File: config.mk
export PLATFORM = sky130hd
export DESIGN_NAME = jk_command_encoder
export DESIGN_NICKNAME = d
export VERILOG_FILES = /design/src/rtl/jk_command_encoder.sv
export SDC_FILE = /design/constraint.sdc
export NUM_CORES = 1
export LEC_CHECK = 0
export CORE_MARGIN = 1
export CORE_UTILIZATION = 55
export CTS_BUF_LIST = sky130_fd_sc_hd__clkbuf_8
export DETAILED_ROUTE_END_ITERATION = 7
export PLACE_DENSITY = 0.76
export SYNTH_ARGS = -nofsm -noshare
export SYNTH_HDL_FRONTEND = slang
export SYNTH_SLANG_ARGS = --single-unit
File: constraint.sdc
create_clock -name clk -period 2.69 [get_ports clk]
set_input_delay 0.269 -clock clk [delete_from_list [all_inputs] [get_ports clk]]
set_output_delay 0.269 -clock clk [all_outputs]
set_load 0.03 [all_outputs]
File: src/rtl/jk_command_encoder.sv
// Turns a stream of desired flop values (bytes, MSB first) into JK commands for an
// external flop, tracking its value so only necessary changes are issued.
module jk_command_encoder #(
  parameter int DEPTH      = 4,
  parameter bit USE_TOGGLE = 1'b1
) (
  input  logic       clk,
  input  logic       reset,
  input  logic       in_valid,
  input  logic [7:0] in_data,
  output logic       in_ready,
  input  logic       resync,
  output logic [1:0] j,
  output logic       j_valid,
  output logic       model_q,
  output logic       byte_done,
  output logic       busy
);

  localparam int AW = (DEPTH > 1) ? $clog2(DEPTH) : 1;
  localparam logic [AW:0]   FULL_COUNT = (AW+1)'(DEPTH);
  localparam logic [AW:0]   ONE_COUNT  = (AW+1)'(1'b1);
  localparam logic [AW:0]   ZERO_COUNT = (AW+1)'(1'b0);
  localparam logic [AW-1:0] ONE_PTR    = AW'(1'b1);

  localparam logic [0:0] ST_IDLE  = 1'b0;
  localparam logic [0:0] ST_SHIFT = 1'b1;

  localparam logic [1:0] CMD_HOLD   = 2'b00;
  localparam logic [1:0] CMD_RESET  = 2'b01;
  localparam logic [1:0] CMD_SET    = 2'b10;
  localparam logic [1:0] CMD_TOGGLE = 2'b11;

  logic [7:0]    fifo_mem_r [DEPTH];
  logic [AW-1:0] wr_ptr_r;
  logic [AW-1:0] rd_ptr_r;
  logic [AW:0]   count_r;
  logic [0:0]    state_r;
  logic [7:0]    shift_r;
  logic [2:0]    bit_cnt_r;
  logic          known_r;

  logic          push_s;
  logic          pop_s;
  logic          fifo_empty_s;
  logic          last_bit_s;
  logic          desired_s;
  logic [7:0]    head_s;
  logic [1:0]    cmd_s;

  function automatic logic [1:0] explicit_cmd(input logic d);
    logic [1:0] c;
    if (d) begin
      c = CMD_SET;
    end else begin
      c = CMD_RESET;
    end
    return c;
  endfunction

  function automatic logic apply_cmd(input logic [1:0] cmd, input logic q);
    logic r;
    case (cmd)
      CMD_RESET:  r = 1'b0;
      CMD_SET:    r = 1'b1;
      CMD_TOGGLE: r = ~q;
      default:    r = q;
    endcase
    return r;
  endfunction

  assign in_ready = (count_r != FULL_COUNT);

  // Handshake decode and command selection for the bit currently at the shifter MSB
  always_comb begin
    push_s       = in_valid && in_ready;
    fifo_empty_s = (count_r == ZERO_COUNT);
    last_bit_s   = (bit_cnt_r == 3'd0);
    pop_s        = !fifo_empty_s && ((state_r == ST_IDLE) ||
                                     ((state_r == ST_SHIFT) && last_bit_s));
    head_s       = fifo_mem_r[rd_ptr_r];
    desired_s    = shift_r[7];
    // An unknown flop must be driven explicitly before toggles can be trusted again
    if (!known_r) begin
      cmd_s = explicit_cmd(desired_s);
    end else if (desired_s == model_q) begin
      cmd_s = CMD_HOLD;
    end else if (USE_TOGGLE) begin
      cmd_s = CMD_TOGGLE;
    end else begin
      cmd_s = explicit_cmd(desired_s);
    end
  end

  // Pattern FIFO storage
  always_ff @(posedge clk) begin
    if (push_s) begin
      fifo_mem_r[wr_ptr_r] <= in_data;
    end
  end

  // Pattern FIFO pointers and occupancy
  always_ff @(posedge clk or negedge reset) begin
    if (!reset) begin
      wr_ptr_r <= '0;
      rd_ptr_r <= '0;
      count_r  <= ZERO_COUNT;
    end else begin
      if (push_s) begin
        wr_ptr_r <= wr_ptr_r + ONE_PTR;
      end
      if (pop_s) begin
        rd_ptr_r <= rd_ptr_r + ONE_PTR;
      end
      case ({push_s, pop_s})
        2'b10:   count_r <= count_r + ONE_COUNT;
        2'b01:   count_r <= count_r - ONE_COUNT;
        default: count_r <= count_r;
      endcase
    end
  end

  // Serializer FSM, command outputs and flop model
  always_ff @(posedge clk or negedge reset) begin
    if (!reset) begin
      state_r   <= ST_IDLE;
      shift_r   <= 8'h00;
      bit_cnt_r <= 3'd0;
      j         <= CMD_HOLD;
      j_valid   <= 1'b0;
      byte_done <= 1'b0;
      model_q   <= 1'b0;
      known_r   <= 1'b0;
      busy      <= 1'b0;
    end else begin
      busy <= (state_r == ST_SHIFT) || !fifo_empty_s;
      case (state_r)
        ST_IDLE: begin
          j         <= CMD_HOLD;
          j_valid   <= 1'b0;
          byte_done <= 1'b0;
          known_r   <= known_r && !resync;
          if (pop_s) begin
            shift_r   <= head_s;
            bit_cnt_r <= 3'd7;
            state_r   <= ST_SHIFT;
          end
        end
        ST_SHIFT: begin
          j         <= cmd_s;
          j_valid   <= 1'b1;
          byte_done <= last_bit_s;
          model_q   <= apply_cmd(cmd_s, model_q);
          // The command computed this cycle still goes out; resync only affects later ones
          known_r   <= !resync;
          if (!last_bit_s) begin
            shift_r   <= {shift_r[6:0], 1'b0};
            bit_cnt_r <= bit_cnt_r - 3'd1;
          end else if (pop_s) begin
            shift_r   <= head_s;
            bit_cnt_r <= 3'd7;
          end else begin
            shift_r   <= 8'h00;
            state_r   <= ST_IDLE;
          end
        end
        default: begin
          state_r   <= ST_IDLE;
          j         <= CMD_HOLD;
          j_valid   <= 1'b0;
          byte_done <= 1'b0;
        end
      endcase
    end
  end

endmodule

==> results of run 1 <==
==> registers in the layout, indices dropped and copies added (netlist names), 2 cells and up <==
| name | cells |
|---|---|
| count_r | 3 |
| shift_r | 8 |
| wr_ptr_r | 2 |
| rd_ptr_r | 2 |
| fifo_mem_r | 32 |
| j | 2 |
| bit_cnt_r | 3 |
==> worst max-delay path by stage <==
stage / startpoint / end / slack (ns) / depth (start not counted)
3_5_place_dp: bit_cnt_r[0] / count_r[2] / 0.39 / 10
4_1_cts: bit_cnt_r[0] / count_r[2] / 0.36 / 10
2_1_floorplan: bit_cnt_r[0] / count_r[2] / 0.53 / 10
6_report: bit_cnt_r[0] / count_r[2] / 0.37 / 10
3_3_place_gp: bit_cnt_r[0] / count_r[2] / 0.51 / 10
5_1_grt: bit_cnt_r[0] / count_r[2] / 0.22 / 10
==> critical path, stage by stage (launching register included) <==
cell and delay (ns):
dfrtp_1 0.40, inv_1 0.09, ha_1 0.19, nand2b_1 0.27, a21oi_2 0.25, ha_1 0.20, inv_1 0.06, fa_1 0.37
xor2_1 0.15, nor2_1 0.12, xor2_1 0.15
==> placed cells by master, fill, tap and decap left out, types with 2 or more instances in the layout <==
cell type / Yosys / final
inv_1: 11 / 11
bufinv_16: 0 / 2
nand2_1: 2 / 2
xnor2_1: 4 / 4
mux4_2: 8 / 8
and3_2: 4 / 4
xor2_1: 4 / 4
nand2b_1: 2 / 2
ha_1: 7 / 7
and3_1: 14 / 14
a21oi_1: 2 / 2
clkbuf_8: 0 / 11
edfxtp_1: 32 / 32
clkdlybuf4s50_1: 0 / 18
nor3_1: 2 / 2
o21a_1: 2 / 2
dfrtp_1: 26 / 26
nor2_1: 6 / 6
nand3_1: 2 / 2
a211o_1: 7 / 7
buf_4: 0 / 3
==> logic make-up after synthesis <==
kind of cell | synth area share
and+or+nand+nor | 0.0830
xor gates and xnor gates | 0.0291
DFF | 0.668
muxes | 0.0898
adders and majority gates | 0.0446
AOI/OAI and AO/OA | 0.0545
buffers and inverters | 0.0306
==> final cells by class <==
type                       count  area share
sequential                    58       0.561
tap                           50      0.0218
clock buffer                  11      0.0527
timing repair buffer          21      0.0706
inverter                      11      0.0144
multi-input combinational     77       0.253
clock inverter                 5      0.0266
==> metal layers <==
layer	GRT usage	routed length (um)	vias to the layer above
met1	0.265	1760	637
met4	0.102	58	0
met5	0	0	-
met3	0.0883	200	6
met2	0.335	2060	32
li1	-	-	611
==> metrics by stage <==
stage                     worst slack (ns)  std cells  hold slack (ns)
after floorplan                      0.530        152          -0.0266
after global placement               0.512        217            0.473
after detailed placement             0.387        217            0.482
after CTS                            0.363        233            0.301
after global routing                 0.223        233            0.337
final                                0.367        233            0.306
==> power by group <==
part / leakage [uW] / internal [uW] / total [uW] / switching, uW
Clock: 0.000113 / 567 / 892 / 325
Combinational: 0.000529 / 469 / 911 / 442
Sequential: 0.000604 / 1200 / 1390 / 189
==> results by stage, run 1 <==
Clocking:
- The clock-pin slew of the registers on the worst-case setup and hold paths is about 0.060 ns.
- The number of buffers added by the clock tree synthesis step is 9.
- TritonCTS built the clock tree.
- The maximum clock insertion buffer count is 2.
- Post-CTS timing repair inserted 0 buffers for setup.
- In this run, post-CTS repair resized a total of 0 instances.
- The clock latency on the worst-skew pair is about 0.33 ns.
- CTS saw 58 sinks.
- The quantity of hold-fixing buffers added after cts is 0.
- The H-tree level count is 3.
- The buffer cell driving the clock tree root is clkbuf_8.

STA:
- For this run, the top clock speed supported by timing is 0.431 GHz.
- Subtracting the final worst setup slack from the clock period gives 2.32 ns.
- The worst pin sits at a relative slew slack of 0.619.
- Between clock sinks in the finished design, the worst skew comes to between 0.005 and 0.006 ns.
- The pin slew with the least headroom to its limit is 0.572 ns.
- The total of endpoints with negative setup slack in the final report is 0.
- The final count of pins violating max slew is 0.
- The number of endpoints with negative hold slack in the final report came to 0.
- Setup repair after global routing left no endpoint under its margin.
- In the finished design, the share of the clock period the worst path needs comes to 0.863.
- The post-route setup TNS is 0 ns.

Layout:
- The final layout contains 198 nets.
- The multi-input combinational cells in the finished layout cover a total of 726 um2.
- The design area is between 0.002 and 0.003 mm2.
- The total area of sequential cells is between 0.0015 and 0.002 mm2.
- The share of layout cells above drive strength 1 is 0.197.
- The repair_antennas step left the layout with diodes totalling 0.
- The post-layout utilization of the core is 0.698.
- After filler insertion, the fill cell instance count of the layout stands at 281.
- The layout overhead on the synthesized area is 19.1%.

Setup path:
- The worst register-to-register path has a depth of 10.
- The critical setup path kind is reg2reg.
- The worst register-to-register path ends at count_r[2].
- The worst-case register-to-register setup slack is 0.37 ns.
- The critical path arrival is 2.57 ns.
- The kind of start point of the critical path is a flip-flop.
- Of all nets on the critical path, the largest fanout is 13.
- STA classifies the critical path endpoint as a flip-flop.
- The worst register-to-register path begins at bit_cnt_r[0].
- The data required time of the critical path is 2.94 ns.

Placement:
- The area after detailed placement is 0.00264 mm2.
- The number of port buffers is 18.
- The post-DP HPWL is between 2000 and 3000 um.
- At the end of routability-driven placement, the weighted congestion stood at 0.707.

Yosys:
- Counting flops with an async set or reset pin after synthesis yields a share of 0.448.
- The most frequent cell after synthesis is edfxtp_1.
- The net count of the mapped netlist is 172.
- The cell area after technology mapping is 0.00241 mm2.
- The Yosys step of the flow raised 0 warnings.
- The synthesized design contains 58 register bits.
- For this run, the register share of the synthesized area comes to 0.668.
- The commonest cells after synthesis are edfxtp_1, dfrtp_1, and3_1.
- Yosys attributes the largest share of cell area to edfxtp_1, dfrtp_1, mux4_2.
- Yosys mapped the design onto 32 distinct sky130hd cell types.
- In this run, synthesis inferred 32 flip-flops with an integrated enable.
- The count of mapped cells out of synthesis is 152.
- The top flip-flop cell by instance count after synthesis is edfxtp_1.
- A synthesized cell averages 15.9 um2.
- The share of synthesized area in the top cell type comes to 0.399.
- The biggest area contributor in the post-synthesis netlist is edfxtp_1.

GRT:
- The via count of the first global-routing pass is 1,361.
- The number of antenna violations at the first check in global routing was 0.
- After global routing the overflow that remains totals 0.
- In the global route stage, overall resource usage came out at 0.217.
- The first global-routing pass estimated 6670 um of wire.
- Entering global routing, the biggest net connects 27 pins.

Die:
- The initial utilization of the core area, before any placement, comes to 0.586.
- The area of the core is 0.00412 mm2.
- The overall die area is between 0.004 and 0.005 mm2.
- From left edge to right edge, the die measures slightly below 70 um.
- The vertical die dimension is 68.2 um.
- 19 I/O pins were placed.
- In this run the core area contains 23 standard-cell rows.

Pwr:
- For this design the ratio of total power to cell area is 1110 mW/mm2.
- The design draws 3190 uW.
- The static power due to leakage is roughly 0.0012 uW.
- VDD sags by at most 0.645 mV.

Min path:
- In this run the worst hold path is classified as in2async.

Route:
- The routed layout has 1,286 vias.
- The first detailed-routing pass took 4 iterations.
- After the first detailed-routing iteration, the DRC count stood at 120.
- The routed design has about 4000 um of wire.
- The vias per cell is 5.52.
- Dividing the detail-routed wire length by the instance count gives between 15 and 20 um.
- The final routed DRC violation total is 0.
- The detail route stage leaves a number of antenna-violating nets equal to 0.

Outcome:
- The run finished with clean final reports.

Run:
- The count of maximum capacitance violations is 0.
Note: power is estimated with default switching activity, not from simulation.
==> run 2: changes to the inputs <==
--- a/config.mk
+++ b/config.mk
@@ -5,7 +5,7 @@
 export SDC_FILE = /design/constraint.sdc
 export NUM_CORES = 1
 export LEC_CHECK = 0
-export CORE_MARGIN = 1
+export CORE_MARGIN = 4
 export CORE_UTILIZATION = 55
 export CTS_BUF_LIST = sky130_fd_sc_hd__clkbuf_8
 export DETAILED_ROUTE_END_ITERATION = 7
==> run 2 against run 1 <==
Global-route usage is 4.4 points lower. Sequential share of layout area is 0.17 points higher. Clock-buffer cell count is 1 lower. Register-to-register slack hardly changed. Utilization is 0.21 points lower. Largest cell class unchanged.
==> results by stage, run 2 (synthesized netlist as in run 1, its figures left out) <==
Die:
- 19 I/O pins were placed.
- The initialized floorplan defines 23 standard-cell rows.
- The area of the core is approximately 0.004 mm2.
- In this run the horizontal extent of the chip is 74.2 um.
- The overall die area is 0.00551 mm2.
- The die is roughly 74 um tall.
- The starting density of the core is 0.586.

Clocking:
- The clock-pin slew of the registers on the worst-case setup and hold paths is 0.06 ns.
- The root buffer cell chosen for the clock tree is clkbuf_8.
- The clock latency on the worst-skew pair is 0.33 ns.
- The number of buffers inserted to repair setup after CTS is 0.
- The total clock sinks is between 50 and 60.
- The H-tree was split into 3 levels.
- The clock tree from TritonCTS is yes.
- The number of hold buffers added after CTS was 0.
- The number of gates resized after CTS was 0.
- The longest clock path from root to sink contains 2 buffers.
- Buffers inserted during clock tree synthesis total 9.

Layout:
- Registers take about 0.0016 mm2.
- The library cells used most frequently in the layout, excluding fill and tap cells, are edfxtp_1, dfrtp_1, clkdlybuf4s50_1.
- The multi-input combinational cells in the finished layout cover a total of 726 um2.
- The net count of the finished layout is 198.
- Of the cells placed in the final design, the portion with a size suffix greater than 1 is 0.197.
- The layout overhead on the synthesized area is 18.7%.
- The number of antenna diodes in the final layout is 0.
- The largest registers in the layout are fifo_mem_r: 32 flops, shift_r: 8 flops.
- The most frequent standard cell in the layout excluding fill and tap cells is edfxtp_1.
- The finished cells cover 0.00286 mm2.
- The register with the most flip-flops in the layout has 32 of them.
- The post-layout utilization of the core is 0.696.
- Counting flops per register, the top entry is fifo_mem_r.
- The total of fill cells in the finished design is roughly 270.

Route:
- The post-detailed-route count of antenna-violating nets is 0.
- After detailed routing, the total wire length is 3930 um.
- The final routed DRC violation total is 0.
- After detailed routing, the number of vias per cell comes to approximately 5.6.
- The routed layout has between 1,000 and 1,500 vias.
- The detailed router finished its first iteration with 100 violations.
- The number of iterations in the first detailed-routing pass is 4.
- After detailed routing, the average wire length per cell comes to 16.9 um.

STA:
- Headroom to the max-slew limit came out at 0.637.
- The pin slew with the least headroom to its limit is 0.544 ns.
- The number of endpoints with negative hold slack in the final report came to 0.
- Setup repair after global routing left no endpoint under its margin.
- The total of endpoints with negative setup slack in the final report is 0.
- The final count of pins violating max slew is 0.
- Dividing the final minimum period by the clock period gives 0.869.
- The clock period could shrink to roughly 2.3 ns.
- The post-route setup TNS is 0 ns.
- Hold timing on the final database bottoms out at a slack of between 0.2 and 0.3 ns.
- The final worst setup slack is 0.353 ns.
- The fmax is roughly 0.43 GHz.
- The clock arrives with 0.00848 ns of skew.

GRT:
- The number of antenna violations at the first check in global routing is 0.
- Across every metal layer, demand over resource in global routing totals 0.173.
- The via count of the first global-routing pass is 1,384.
- The first global-routing pass estimated 6620 um of wire.
- Summed over all layers, the global routing overflow is 0.
- Entering global routing, the biggest net connects 27 pins.

Setup path:
- For flop-to-flop paths, the worst setup slack is 0.35 ns.
- The kind of start point of the critical path is a flip-flop.
- The critical setup path kind is reg2reg.
- In this run the worst path has a maximum fanout of 13.
- At the worst endpoint, the arrival time is ~2.6 ns.
- The worst register-to-register path has a depth of 10.
- The worst setup path is captured at a flip-flop.
- Data on the critical path is required at its endpoint by between 2 and 3 ns.

Placement:
- At the end of routability-driven placement, the weighted congestion stood at 0.752.
- The post-DP HPWL is 2660 um.
- Before CTS, the worst setup slack after placement is 0.370 ns.
- The area after detailed placement is around 0.0026 mm2.
- The number of port buffers is 18.

Pwr:
- The static power due to leakage is ~0.0012 uW.
- The worst vdd rail ir drop is 0.558 mV.
- For this design the ratio of total power to cell area is 1100 mW/mm2.

Outcome:
- The run finished with clean final reports.

Run:
- The count of maximum capacitance violations is 0.

Min path:
- The path class of the tightest hold or removal check is in2async.
-- run 2: cell types whose count changed in the layout (fill, tap and decap cells not counted), sizes merged --
cell	delta
clkbuf	-1
inv	+1
-- run 2: path summary, 6_finish.rpt --
path                         startpoint           end
max reg2reg                bit_cnt_r[0]    count_r[2]
min in group clk                 resync       known_r
min                               reset    count_r[1]
max in group asynchronous         reset   wr_ptr_r[1]
min reg2reg                bit_cnt_r[1]  bit_cnt_r[1]
max                        bit_cnt_r[0]    count_r[2]
-- run 2: metal layers --
| metal | part of all wire | global-route usage | vias to the layer above | wire length, um |
|---|---|---|---|---|
| met5 | 0 | 0 | - | 0 |
| met3 | 0.055 | 0.0770 | 9 | 216 |
| met2 | 0.50 | 0.276 | 26 | 1970 |
| met1 | 0.42 | 0.200 | 650 | 1660 |
| li1 | - | - | 611 | - |
| met4 | 0.020 | 0.0870 | 0 | 80 |
-- run 2: report_power, final --
group,leakage [uW],internal [uW],switching [uW]
combinational,0.000529,468,431
clock,0.000113,539,321
sequential,0.000604,1200,180
total,0.00125,2210,932
-- run 2: cell type report --
cell class              count  area share
inverters                  11      0.0144
well taps                  50      0.0219
flip-flops and latches     58       0.563
clock buffers              10      0.0481
clock inverters             6      0.0284
repair buffers             21      0.0708
multi-input cells          77       0.253
-- run 2: worst max-delay path: stages (launching register included) --
cell and delay [ns]:
dfrtp_1 0.39, inv_1 0.09, ha_1 0.19, nand2b_1 0.27, a21oi_2 0.25, ha_1 0.20
inv_1 0.06, fa_1 0.37, xor2_1 0.15, nor2_1 0.11, xor2_1 0.17
-- run 2: per-stage QoR --
step	std cells	total power, uW
6_report	233	3140
5_1_grt	233	3340
4_1_cts	233	3180
3_5_place_dp	217	2320
3_3_place_gp	217	2240
2_1_floorplan	152	2040
==> RTL edit 1 (config.mk and constraints of run 1) <==
Change the parameter `DEPTH` from 4 to 2.
--- a/src/rtl/jk_command_encoder.sv
+++ b/src/rtl/jk_command_encoder.sv
@@ -1,7 +1,7 @@
 // Turns a stream of desired flop values (bytes, MSB first) into JK commands for an
 // external flop, tracking its value so only necessary changes are issued.
 module jk_command_encoder #(
-  parameter int DEPTH      = 4,
+  parameter int DEPTH      = 2,
   parameter bit USE_TOGGLE = 1'b1
 ) (
   input  logic       clk,
Function: changed (a bounded check fails within 4 cycles, from zero or initial values and one cycle with reset low).
==> RTL edit 1 against run 1 <==
Worst setup slack improved by 0.35 ns; routed wire length down 45%; power down 36%; sequential cell count down 19; fmax up 18%; clock skew decreased by 0.00099 ns; area after synthesis decreased by 34%; final area decreased by 35%.
==> RTL edit 1: results (changes against run 1) <==
Synth
  • Mux contribution to synthesized area: 0.0640 (-0.0257)
  • Sequential element share of the synthesized area: 0.667 (-0.00120)
  • Post-synthesis compound-gate area fraction: 0.0980 (+0.0435)
  • Synth async-reset ratio: 0.590 (+0.141)
  • Mapped Cells: 110 (-28%)
  • Syn Nets: 125 (-27%)
  • Yosys top cell area share: 0.364 (-0.0349)
  • Ranking of synthesized cells by area: dfrtp_1, edfxtp_1, mux2i_1, a32oi_1, xnor2_1
  • Synth Area in Adders: 0.0237 (-0.0209)
  • Cell variety after synth: 30 (-6.3%)
  • Synth Area in XOR/XNOR: 0.0387 (+0.00967)
  • Post-synth top cells: dfrtp_1, edfxtp_1, mux2i_1
  • Post-synth top flop: dfrtp_1
  • Post-synth EDFFs: 16 (-50%)

Critical path
  • CP Max Fanout: 8 (-5)
  • Largest stage delay, worst path: 0.68 ns (+0.28 ns)
  • Required time worst endpoint: 2.42 ns (-0.52 ns)
  • Worst setup path start: count_r[0]
  • Slowest-stage cell, CP: clkdlybuf4s50_1

Placement
  • Detailed placer's ending HPWL: 1620 um (-42%)
  • Routability Congestion: 0.749 (+5.9%)
  • Placed cell area: 1770 um2 (-33%)
  • Placed cells: 155 (-29%)
  • Place WS: 0.937 ns (+0.550 ns)

Layout
  • Fin util: 0.687 (-0.0104)
  • Nets: 146 (-26%)
  • Largest registers: fifo_mem_r x16, shift_r x8, bit_cnt_r x3
  • Fillers: 199 (-29%)
  • Share of layout cells above drive strength 1: 0.114 (-0.0831)

Detailed routing
  • Met3 WL: 94 um (-53%)
  • Via count: 910 (-29%)
  • Routed length on met2: 1210 um (-41%)
  • DRT iter0 DRCs: 12 (-90%)
  • Routed wire length: 2250 um (-45%)
  • Drt via density: 5.58 (+1.2%)
  • Routed met1 length: 929 um (-47%)

Status
  • Outcome: finished, final reports clean

Timing
  • Clock Skew: 0.00455 ns (-0.000992 ns)
  • Worst slew pin tran: 0.637 ns (+0.0651 ns)

GRT
  • First-pass GRT wire length: 3910 um (-41%)
  • Met2 Track Usage GR: 0.308 (-0.0265)
  • Grt met1 use: 0.181 (-0.0842)
  • Largest net degree at the start of global routing: 24 (-11%)
  • Via count of the first global-routing pass: 952 (-30%)
  • Total GRT Usage: 0.175 (-0.0417)

Pwr
  • Comb pwr: 604 uW (-34%)
  • VDD IR-drop max: 0.743 mV (+15%)
  • Flop pwr share: 0.480 (+0.045)
  • Sw Share: 0.324 (+0.0250)
  • Leak: 0.770 nW (-38%)
  • Net load switching power: 663 uW (-31%)

Clock network
  • CTS buffer count: 5 (-4)
  • Clk Latency, worst-skew pair: 0.28 ns (-0.05 ns)
  • Post-CTS Resized: 0 (unchanged)
  • H-tree Lvls: 2 (-1)
  • Setup bufs post-CTS: 0 (unchanged)
[RTL edit 1: cell count changes after synthesis, moves of 8 or more]
cell,run 1,this run
and3_1,14,2
edfxtp_1,32,16
inv_1,11,3
mux2i_1,1,9
mux4_2,8,0
[RTL edit 1: layout make-up]
cell class | instances | share of cell area
clock buffer | 5 | 0.0366
sequential | 39 | 0.562
inverter | 5 | 0.00999
timing repair buffer | 19 | 0.0999
multi-input combinational | 61 | 0.250
clock inverter | 3 | 0.0206
tap | 31 | 0.0206
[RTL edit 1: worst paths after layout]
kind | to | slack [ns] | cells past startpoint
setup reg to reg | count_r[1] | 0.94 | 9
setup / recovery | in_ready | 0.72 | 2
min in group clk | bit_cnt_r[0] | 0.51 | 1
hold reg to reg | bit_cnt_r[0] | 0.51 | 1
max in group asynchronous | count_r[0] | 2.14 | 2
hold / removal | bit_cnt_r[2] | 0.32 | 2
==> RTL edit 2 (flow settings as in run 1) <==
Made on the original files. Reset style: synchronous (`reset`), changed in 2 clocked blocks.
--- a/src/rtl/jk_command_encoder.sv
+++ b/src/rtl/jk_command_encoder.sv
@@ -100,7 +100,7 @@
   end
 
   // Pattern FIFO pointers and occupancy
-  always_ff @(posedge clk or negedge reset) begin
+  always_ff @(posedge clk) begin
     if (!reset) begin
       wr_ptr_r <= '0;
       rd_ptr_r <= '0;
@@ -121,7 +121,7 @@
   end
 
   // Serializer FSM, command outputs and flop model
-  always_ff @(posedge clk or negedge reset) begin
+  always_ff @(posedge clk) begin
     if (!reset) begin
       state_r   <= ST_IDLE;
       shift_r   <= 8'h00;
Check against the original RTL: differs if reset is asserted again (counterexample within 4 cycles, from zero or initial values and one cycle with reset low); with reset held inactive, the same outputs for 10 cycles.
==> RTL edit 2 against run 1 <==
Die area fell by 0.80%; final area fell by 1.7%; routed wire length fell by 2.3%; count of clock-buffer cells in the layout fell by 2; sequential cell count rose by 2; area after synthesis fell by 0.83%; critical path depth fell by 1; clock power fell by 10%; power fell by 5.7%; worst setup slack got worse by 0.060 ns.
==> RTL edit 2: results (changes against run 1) <==
Status
  • Outcome: finished, final reports clean

Layout
  • Post-Layout Cell Count: 254 (+9.0%)
  • Nets: 219 (+11%)
  • Share of layout cells above drive strength 1: 0.152 (-0.0448)

Min path
  • Hold Path Stages: 2
  • Hold Path Class: register to register

GRT
  • First-pass GRT wire length: 6460 um (-3.2%)
  • Via count of the first global-routing pass: 1,429 (+5.0%)
  • Total GRT Usage: 0.210 (-0.00727)

Critical path
  • Largest stage delay, worst path: 0.43 ns (+0.03 ns)
  • Slowest-stage cell, CP: or3b_4
  • CP top delay family: simple AND/OR/NAND/NOR gates
  • R2r startpoint: count_r[2]
  • Worst R2R Path Depth: 9 (-1)
  • Reg2reg end: count_r[2]
  • CP Max Fanout: 6 (-7)

Detailed routing
  • Drt via density: 5.52 (about the same)
  • Routed wire per std cell: 15.7 um (-10%)
  • DRT iter0 DRCs: 75 (-38%)

Placement
  • Routability Congestion: 0.664 (-6.1%)
  • Detailed placer's ending HPWL: 2660 um (-4.3%)
  • Place WS: 0.312 ns (-0.0758 ns)
  • Placed cell area: 2620 um2 (-0.85%)
  • Placed cells: 238 (+9.7%)

Synth
  • Cell variety after synth: 35 (+9.4%)
  • Mapped Cells: 175 (+15%)
  • Ranking of synthesized cells by area: edfxtp_1, dfxtp_1, mux4_2, ha_1, nand2_1
  • Sequential element share of the synthesized area: 0.636 (-0.0321)
  • Synth async-reset ratio: 0 (-0.448)
  • Post-synth EDFFs: 32 (unchanged)
  • Post-synth top cells: edfxtp_1, dfxtp_1, nand2_1
  • Syn Nets: 195 (+13%)

Timing
  • Smallest hold slack: 0.464 ns (+0.158 ns)
  • Fin crit share: 0.886 (+0.0225)
  • Clock Skew: 0.00603 ns (+0.000489 ns)
  • Worst slew pin tran: 0.538 ns (-0.0331 ns)

Clock network
  • CTS max path bufs: 2 (unchanged)

Pwr
  • Cell Int Power: 2.03 mW (-9.2%)
  • Leak: 1.06 nW (-15%)
  • VDD IR-drop max: 0.621 mV (-3.7%)
## RTL edit 2: changes by cell type in the layout (fill, tap and decap cells not counted), moves of 3 or more
cell,delta
nand2_1,+15
nand3_1,+8
and2_1,+6
dfrtp_1,-26
a211o_1,-7
dfxtp_1,+28
nor2b_1,+3
and3_2,-4
a22oi_1,+7
and3_1,-10
## RTL edit 2: cell families after synthesis
family          synth area share
flops                      0.636
mux                       0.0837
compound gates            0.0576
xor+xnor                  0.0220
simple gates               0.127
fa+ha+maj                 0.0450
buf+inv                   0.0288
## RTL edit 2: layout make-up
class / count / area (um2)
clock inverter: 7 / 76.3
sequential: 60 / 1520
inverter: 9 / 33.8
multi-input combinational: 98 / 801
timing repair buffer: 21 / 203
tap: 50 / 62.6
fill: 279 / 1260
clock buffer: 9 / 124
## RTL edit 2: tightest hold or removal path, delay by kind of cell (launching register included)
kind | cells | cell delay [ns]
AOI/OAI and AO/OA | 1 | 0.05
DFF | 1 | 0.31
and+or+nand+nor | 1 | 0.06
## RTL edit 2: power by group through the flow
stage	clock, mW	combinational [mW]	sequential, mW
floorplan	0	0.668	1.31
global placement	0	0.850	1.32
detailed placement	0	0.897	1.34
CTS	0.819	0.907	1.32
global route	0.851	0.999	1.34
finish	0.800	0.894	1.31
## RTL edit 2: metal layers
metal | track usage | wire (um) | up-vias
li1 | - | - | 675
met1 | 0.227 | 1700 | 690
met2 | 0.343 | 2030 | 32
met3 | 0.105 | 194 | 6
met4 | 0.0911 | 61 | 0
met5 | 0 | 0 | -
